### src/rtl/cba_readout_arbiter_if.sv
// Bus bundle between the core-column adapters, the readout arbiter and the
// downstream formatter: per-requester hit words in, one tagged stream out.
interface cba_readout_arbiter_if #(
  parameter int NREQ      = 4,
  parameter int ROW_BITS  = 10,
  parameter int DATA_BITS = 16
);
  localparam int SRC_BITS = $clog2(NREQ);

  logic [NREQ-1:0]           in_valid;
  logic [NREQ*ROW_BITS-1:0]  in_row_id;
  logic [NREQ*DATA_BITS-1:0] in_data;
  logic [NREQ-1:0]           busy_in;
  logic                      start;
  logic                      clear_ovf;
  logic                      out_valid;
  logic                      out_ready;
  logic [ROW_BITS-1:0]       out_row_id;
  logic [DATA_BITS-1:0]      out_data;
  logic [SRC_BITS-1:0]       out_src;
  logic [NREQ-1:0]           hold_out;
  logic [NREQ-1:0]           overflow;
  logic                      active;
  logic                      done;
  logic [15:0]               word_count;

  modport master (
    output in_valid, in_row_id, in_data, busy_in, start, clear_ovf, out_ready,
    input  out_valid, out_row_id, out_data, out_src, hold_out, overflow,
           active, done, word_count
  );

  modport slave (
    input  in_valid, in_row_id, in_data, busy_in, start, clear_ovf, out_ready,
    output out_valid, out_row_id, out_data, out_src, hold_out, overflow,
           active, done, word_count
  );
endinterface

### src/rtl/cba_readout_arbiter.sv
// Round-robin merge of NREQ adapter hit streams through 2-deep per-requester
// FIFOs into one tagged ready/valid stream, with an event drain sequencer.
module cba_readout_arbiter #(
  parameter int NREQ      = 4,
  parameter int ROW_BITS  = 10,
  parameter int DATA_BITS = 16
) (
  input logic                   clk,
  input logic                   reset_b,
  cba_readout_arbiter_if.slave  bus
);
  localparam int SRC_BITS = $clog2(NREQ);
  localparam logic [SRC_BITS:0]   NREQ_W   = (SRC_BITS+1)'(NREQ);
  localparam logic [SRC_BITS-1:0] LAST_IDX = SRC_BITS'(NREQ-1);

  typedef enum logic [1:0] {IDLE, ARM, ACTIVE, DONE} state_t;

  state_t                state, state_next;
  logic [ROW_BITS-1:0]   fifo_row  [NREQ][2];
  logic [DATA_BITS-1:0]  fifo_data [NREQ][2];
  logic [1:0]            count [NREQ];
  logic [NREQ-1:0]       wr_ptr, rd_ptr;
  logic [NREQ-1:0]       not_empty, full, pop, accept, drop;
  logic [SRC_BITS-1:0]   rr_ptr, grant;
  logic [SRC_BITS:0]     scan_idx;
  logic                  found, load, quiet, handshake;
  logic                  out_valid;
  logic [ROW_BITS-1:0]   out_row;
  logic [DATA_BITS-1:0]  out_data;
  logic [SRC_BITS-1:0]   out_src;
  logic [NREQ-1:0]       overflow;
  logic [15:0]           word_count;

  assign load      = !out_valid || bus.out_ready;
  assign handshake = out_valid && bus.out_ready;

  always_comb begin
    not_empty = '0;
    full      = '0;
    for (int i = 0; i < NREQ; i++) begin
      not_empty[i] = (count[i] != 2'd0);
      full[i]      = (count[i] == 2'd2);
    end
  end

  // First non-empty FIFO at or after rr_ptr, wrapping modulo NREQ.
  always_comb begin
    found    = 1'b0;
    grant    = '0;
    scan_idx = '0;
    for (int k = 0; k < NREQ; k++) begin
      scan_idx = {1'b0, rr_ptr} + (SRC_BITS+1)'(k);
      if (scan_idx >= NREQ_W) scan_idx = scan_idx - NREQ_W;
      if (!found && not_empty[scan_idx[SRC_BITS-1:0]]) begin
        found = 1'b1;
        grant = scan_idx[SRC_BITS-1:0];
      end
    end
  end

  // A write into a full FIFO survives only if that FIFO pops in the same cycle.
  always_comb begin
    pop    = '0;
    accept = '0;
    drop   = '0;
    for (int i = 0; i < NREQ; i++) begin
      pop[i]    = load && found && (grant == SRC_BITS'(i));
      accept[i] = bus.in_valid[i] && (!full[i] || pop[i]);
      drop[i]   = bus.in_valid[i] && full[i] && !pop[i];
    end
  end

  always_ff @(posedge clk) begin
    for (int i = 0; i < NREQ; i++) begin
      if (accept[i]) begin
        fifo_row[i][wr_ptr[i]]  <= bus.in_row_id[i*ROW_BITS +: ROW_BITS];
        fifo_data[i][wr_ptr[i]] <= bus.in_data[i*DATA_BITS +: DATA_BITS];
      end
    end
  end

  always_ff @(posedge clk) begin
    if (!reset_b) begin
      wr_ptr    <= '0;
      rd_ptr    <= '0;
      overflow  <= '0;
      rr_ptr    <= '0;
      out_valid <= 1'b0;
      out_row   <= '0;
      out_data  <= '0;
      out_src   <= '0;
      for (int i = 0; i < NREQ; i++) count[i] <= 2'd0;
    end else begin
      for (int i = 0; i < NREQ; i++) begin
        if (accept[i]) wr_ptr[i] <= ~wr_ptr[i];
        if (pop[i])    rd_ptr[i] <= ~rd_ptr[i];
        count[i] <= count[i] + 2'(accept[i]) - 2'(pop[i]);
        if (drop[i])            overflow[i] <= 1'b1;
        else if (bus.clear_ovf) overflow[i] <= 1'b0;
      end
      if (load) begin
        if (found) begin
          out_valid <= 1'b1;
          out_row   <= fifo_row[grant][rd_ptr[grant]];
          out_data  <= fifo_data[grant][rd_ptr[grant]];
          out_src   <= grant;
          rr_ptr    <= (grant == LAST_IDX) ? '0 : grant + SRC_BITS'(1);
        end else begin
          out_valid <= 1'b0;
        end
      end
    end
  end

  // Quiet: adapters idle and nothing left anywhere in the arbiter.
  assign quiet = (bus.busy_in == '0) && (not_empty == '0) && !out_valid;

  always_ff @(posedge clk) begin
    if (!reset_b) begin
      state      <= IDLE;
      word_count <= '0;
    end else begin
      state <= state_next;
      if (state == IDLE && bus.start)
        word_count <= '0;
      else if ((state == ARM || state == ACTIVE) && handshake && word_count != 16'hFFFF)
        word_count <= word_count + 16'd1;
    end
  end

  always_comb begin
    state_next = state;
    case (state)
      IDLE:    if (bus.start) state_next = ARM;
      ARM:     state_next = ACTIVE;
      ACTIVE:  if (quiet) state_next = DONE;
      DONE:    state_next = IDLE;
      default: state_next = IDLE;
    endcase
  end

  assign bus.out_valid  = out_valid;
  assign bus.out_row_id = out_row;
  assign bus.out_data   = out_data;
  assign bus.out_src    = out_src;
  assign bus.hold_out   = full;
  assign bus.overflow   = overflow;
  assign bus.active     = (state == ARM) || (state == ACTIVE);
  assign bus.done       = (state == DONE);
  assign bus.word_count = word_count;
endmodule

### src/flat_wrapper.sv
// flat-port wrapper written by rule: the top's interface ports become plain ports
module cba_readout_arbiter_flat 
#(
  parameter int NREQ      = 4,
  parameter int ROW_BITS  = 10,
  parameter int DATA_BITS = 16
)
  (clk, reset_b, bus_in_valid, bus_in_row_id, bus_in_data, bus_busy_in, bus_start, bus_clear_ovf, bus_out_ready, bus_out_valid, bus_out_row_id, bus_out_data, bus_out_src, bus_hold_out, bus_overflow, bus_active, bus_done, bus_word_count);
  cba_readout_arbiter_if #(.NREQ(NREQ), .ROW_BITS(ROW_BITS), .DATA_BITS(DATA_BITS)) bus_i ();
  input logic clk;
  input logic reset_b;
  input wire logic [$bits(bus_i.in_valid)-1:0] bus_in_valid;
  input wire logic [$bits(bus_i.in_row_id)-1:0] bus_in_row_id;
  input wire logic [$bits(bus_i.in_data)-1:0] bus_in_data;
  input wire logic [$bits(bus_i.busy_in)-1:0] bus_busy_in;
  input wire logic [$bits(bus_i.start)-1:0] bus_start;
  input wire logic [$bits(bus_i.clear_ovf)-1:0] bus_clear_ovf;
  input wire logic [$bits(bus_i.out_ready)-1:0] bus_out_ready;
  output wire logic [$bits(bus_i.out_valid)-1:0] bus_out_valid;
  output wire logic [$bits(bus_i.out_row_id)-1:0] bus_out_row_id;
  output wire logic [$bits(bus_i.out_data)-1:0] bus_out_data;
  output wire logic [$bits(bus_i.out_src)-1:0] bus_out_src;
  output wire logic [$bits(bus_i.hold_out)-1:0] bus_hold_out;
  output wire logic [$bits(bus_i.overflow)-1:0] bus_overflow;
  output wire logic [$bits(bus_i.active)-1:0] bus_active;
  output wire logic [$bits(bus_i.done)-1:0] bus_done;
  output wire logic [$bits(bus_i.word_count)-1:0] bus_word_count;
  assign bus_i.in_valid = bus_in_valid;
  assign bus_i.in_row_id = bus_in_row_id;
  assign bus_i.in_data = bus_in_data;
  assign bus_i.busy_in = bus_busy_in;
  assign bus_i.start = bus_start;
  assign bus_i.clear_ovf = bus_clear_ovf;
  assign bus_i.out_ready = bus_out_ready;
  assign bus_out_valid = bus_i.out_valid;
  assign bus_out_row_id = bus_i.out_row_id;
  assign bus_out_data = bus_i.out_data;
  assign bus_out_src = bus_i.out_src;
  assign bus_hold_out = bus_i.hold_out;
  assign bus_overflow = bus_i.overflow;
  assign bus_active = bus_i.active;
  assign bus_done = bus_i.done;
  assign bus_word_count = bus_i.word_count;
  cba_readout_arbiter #(.NREQ(NREQ), .ROW_BITS(ROW_BITS), .DATA_BITS(DATA_BITS)) u_core (.clk(clk), .reset_b(reset_b), .bus(bus_i));
endmodule
### config.mk
export PLATFORM = sky130hd
export DESIGN_NAME = cba_readout_arbiter_flat
export DESIGN_NICKNAME = d
export VERILOG_FILES = /design/src/rtl/cba_readout_arbiter_if.sv /design/src/rtl/cba_readout_arbiter.sv /design/src/flat_wrapper.sv
export SDC_FILE = /design/constraint.sdc
export NUM_CORES = 1
export LEC_CHECK = 0
export ABC_CLOCK_PERIOD_IN_PS = 10800
export BUFFER_PORTS_ARGS = -buffer_cell sky130_fd_sc_hd__buf_4
export CORE_MARGIN = 5
export CORE_UTILIZATION = 40
export DETAILED_ROUTE_END_ITERATION = 8
export GPL_TIMING_DRIVEN = 0
export PLACE_DENSITY = 0.65
export SLEW_MARGIN = 20
export SYNTH_ARGS = -nofsm -noshare
export SYNTH_HDL_FRONTEND = slang
export SYNTH_SLANG_ARGS = --single-unit
### constraint.sdc
create_clock -name clk -period 10.8 [get_ports clk]
set_input_delay 1.08 -clock clk [delete_from_list [all_inputs] [get_ports clk]]
set_output_delay 1.08 -clock clk [all_outputs]
set_load 0.05 [all_outputs]
==> results.rst <==
.. list-table::
   :header-rows: 1

   * - Metric
     - Value
   * - Status
     - complete, no violations
   * - Core Box Area
     - 0.02763 mm2
   * - Pin count of the biggest net entering global routing
     - 27
   * - Pwr dens
     - 331.9 mW/mm2
   * - Clock buffer depth
     - 3
   * - Max Fanout on Critical Path
     - 16
   * - Clock buffers created by TritonCTS
     - 29
   * - Leakage power figure
     - 0.005483 uW
   * - First-pass DRT Iterations
     - 5
   * - Total die area
     - roughly 0.031 mm2
   * - Post-synthesis sequential element count
     - 277
   * - Global-route wire length before repair
     - 44.53 mm
   * - Worst max-slew margin expressed relative to the limit
     - 0.2848
   * - Hold Crit Class
     - register to register
   * - Number of enable-type register cells in the synthesized netlist
     - 208
   * - Clk_skew
     - 13.58 ps
   * - Post-route DRC violation count
     - 0
   * - Highest-delay cell along the critical path
     - clkbuf_1
   * - RSZ-0062 raised after global routing
     - false
   * - Max-slew violation count
     - 0
   * - Class of the most critical setup path
     - register to register
   * - Max VDD drop
     - roughly 0.00018 V
   * - Worst-Margin Slew
     - 1046 ps
   * - Number of instances in the synthesized netlist
     - 810
   * - H-tree depth
     - 1
   * - Maximum achievable frequency
     - 279.5 MHz
   * - Cell type with the highest occurrence count on the critical path
     - nand2_1
   * - Die height
     - 176.8 um
   * - Standard-cell row count
     - 61
   * - Post-synthesis instance area
     - between 0.01 and 0.015 mm2
   * - Synth area leaders
     - edfxtp_1 (56%), dfxtp_1 (12%), mux2i_1 (4.9%), a221o_1 (4.7%), a21oi_1 (2.6%)
   * - Clock sink count
     - 277
   * - CTS tree
     - done
   * - Netlist cell types
     - 52
   * - Via-per-instance ratio
     - 5.349
   * - Async set-or-reset flop fraction in the synthesized netlist
     - 0
   * - Number of nets produced by synthesis
     - 940
   * - Initial cell density of the core
     - 0.4029
   * - Synth Warn #
     - 0
   * - Required time of the worst setup path
     - 11030 ps
   * - Number of antenna violations at the first check in global routing
     - 2
   * - Area leader, netlist
     - edfxtp_1
   * - Cells resized by post-CTS repair
     - 0
   * - Total negative setup slack
     - 0 ps
   * - Worst Path Arrival
     - 3810 ps
   * - Remaining global-route overflow
     - 0
   * - Ratio of cells with drive above 1 in the final layout
     - 0.2442
   * - Top-level port count
     - 172
   * - Kind of end point of the critical path
     - register
   * - Post-detailed-route count of antenna-violating nets
     - 0
   * - Startpoint types
     - register
   * - Vias
     - 7590
   * - Sequential cell area fraction in the yosys report
     - 0.6853
   * - DR WL/cell
     - between 20 and 25 um
   * - Clock slew at the register clock pins of the worst setup and hold paths
     - 60 ps
   * - Horizontal die dimension
     - 176.8 um
   * - Buffers on Ports
     - 170
   * - HPWL after DPL
     - 21.37 mm
   * - Post-CTS Setup Repair Bufs
     - 0
   * - Critical path cell sequence
     - or2_1, o311ai_1, nand2_1, inv_2, clkbuf_1, ha_1, inv_1, o21ai_0, nand2_1, nor2_4, buf_16
   * - Max Cap Viol
     - 0
   * - Stage delay of the slowest cell on the critical path
     - about 520 ps
   * - Vias in the first global route
     - ~7500
   * - Number of hold-slack violations in the final timing report
     - 0
   * - Final worst path period share
     - 0.3313
   * - Post-cts hold buffer count
     - 0
   * - Number of fill cells
     - about 2400
   * - Top FF cell, synth
     - edfxtp_1
   * - Routability cong.
     - 0.8070
   * - Clock latency at the later pin of the worst-skew pair
     - 540 ps
   * - Total power
     - 4664 uW
   * - Avg Synthesized Cell Area
     - approximately 14 um2
   * - Overall Global Routing Usage
     - 0.1870
   * - Final setup viols
     - 0
   * - Post-route core utilization
     - 0.5087
   * - Share of Yosys cell area claimed by the top area cell type
     - 0.5612
   * - Area overhead of the layout relative to synthesis
     - 26.26%
   * - Drt total wl
     - 30.43 mm
   * - Iteration-0 DRC Markers
     - 626
   * - Number of nets in the layout
     - 1148
   * - Top cells by count, synth
     - edfxtp_1 (208), dfxtp_1 (69), nand2_1 (65)
   * - Final critical-path required period
     - 3578 ps
   * - Dominant cell by count in the synthesized netlist
     - edfxtp_1
   * - Cell at the root of the clock tree
     - clkbuf_16
cell type report:
type	count	area, um2	share of cell area
Buffer	50	251.5	0.01790
Clock inverter	16	182.7	0.01300
Clock buffer	37	775.7	0.05520
Inverter	27	101.3	0.007212
Sequential cell	277	7627	0.5427
Tap cell	378	473.0	0.03365
Antenna cell	1	2.502	0.0001781
Timing Repair Buffer	177	1461	0.1040
Multi-Input combinational cell	456	3178	0.2261
per-layer routing:
metal	share of wire	GRT usage	wire [um]
met1	0.43	0.2530	12980
met2	0.47	0.3102	14210
met3	0.084	0.04102	2563
met4	0.021	0.04384	648
met5	0.0011	0	34
sequential cells by signal (all words and copies together), names as in the netlist, 4 cells and up:
signal / count
u_core.rd_ptr: 4
u_core.wr_ptr: 4
u_core.count: 8
u_core.bus.word_count: 16
u_core.bus.overflow: 4
u_core.fifo_data: 128
u_core.bus.out_data: 16
u_core.fifo_row: 80
u_core.bus.out_row_id: 10
report_power, final:
group	switching (uW)	total, uW	internal (uW)
combinational	1420	2230	811
sequential	87.6	1440	1350
clock	399	1000	601
total	1900	4660	2760
critical path, delay by kind of cell, from the launching register on:
family / cells / cell delay [ps]
simple gates: 4 / 1140
fa+ha+maj: 1 / 300
compound gates: 2 / 450
flops: 1 / 360
buf+inv: 4 / 1010
layout by cell type (no fill, tap or decap), types with 13 or more instances in the layout:
cell and n:
edfxtp_1 208, buf_4 175, dfxtp_1 69, nand2_1 65, a21oi_1 58, mux2i_1 54
a221o_1 52, clkbuf_1 33, o21ai_0 33, clkbuf_16 29, a31oi_1 27, inv_1 24
nor2_1 23, and2_1 19, xnor2_1 14, xor2_1 13, ha_1 13
worst paths after layout:
path | start | end | slack (ps) | cells after the start
setup / recovery | u_core.count[1][1] | u_core.fifo_data[3][20] | 7220 | 11
hold / removal | u_core.bus.out_src[1] | u_core.bus.out_src[1] | 500 | 2
setup reg to reg | u_core.count[1][1] | u_core.fifo_data[3][20] | 7220 | 11
hold reg to reg | u_core.bus.out_src[1] | u_core.bus.out_src[1] | 500 | 2
through the flow:
step | area (um2) | instances | setup slack (ps) | hold slack, ps
final | 14050 | 1419 | 7222 | 497.0
after global routing | 14050 | 1418 | 6941 | 514.4
after global placement | 12880 | 1358 | 5448 | 472.4
after floorplan | 11130 | 810 | 7274 | 484.5
after detailed placement | 13090 | 1365 | 7098 | 486.1
after CTS | 14050 | 1418 | 7229 | 494.6
cells by family after synthesis:
family / Yosys count / share of synthesized area
buffers and inverters: 77 / 0.03170
AO/OA/AOI/OAI: 202 / 0.1283
AND/OR/NAND/NOR: 160 / 0.07037
flip-flops: 277 / 0.6853
XOR/XNOR: 27 / 0.02125
multiplexers: 54 / 0.04856
adder cells (fa/ha/maj): 13 / 0.01461
Power figures use the tool's default switching activity.
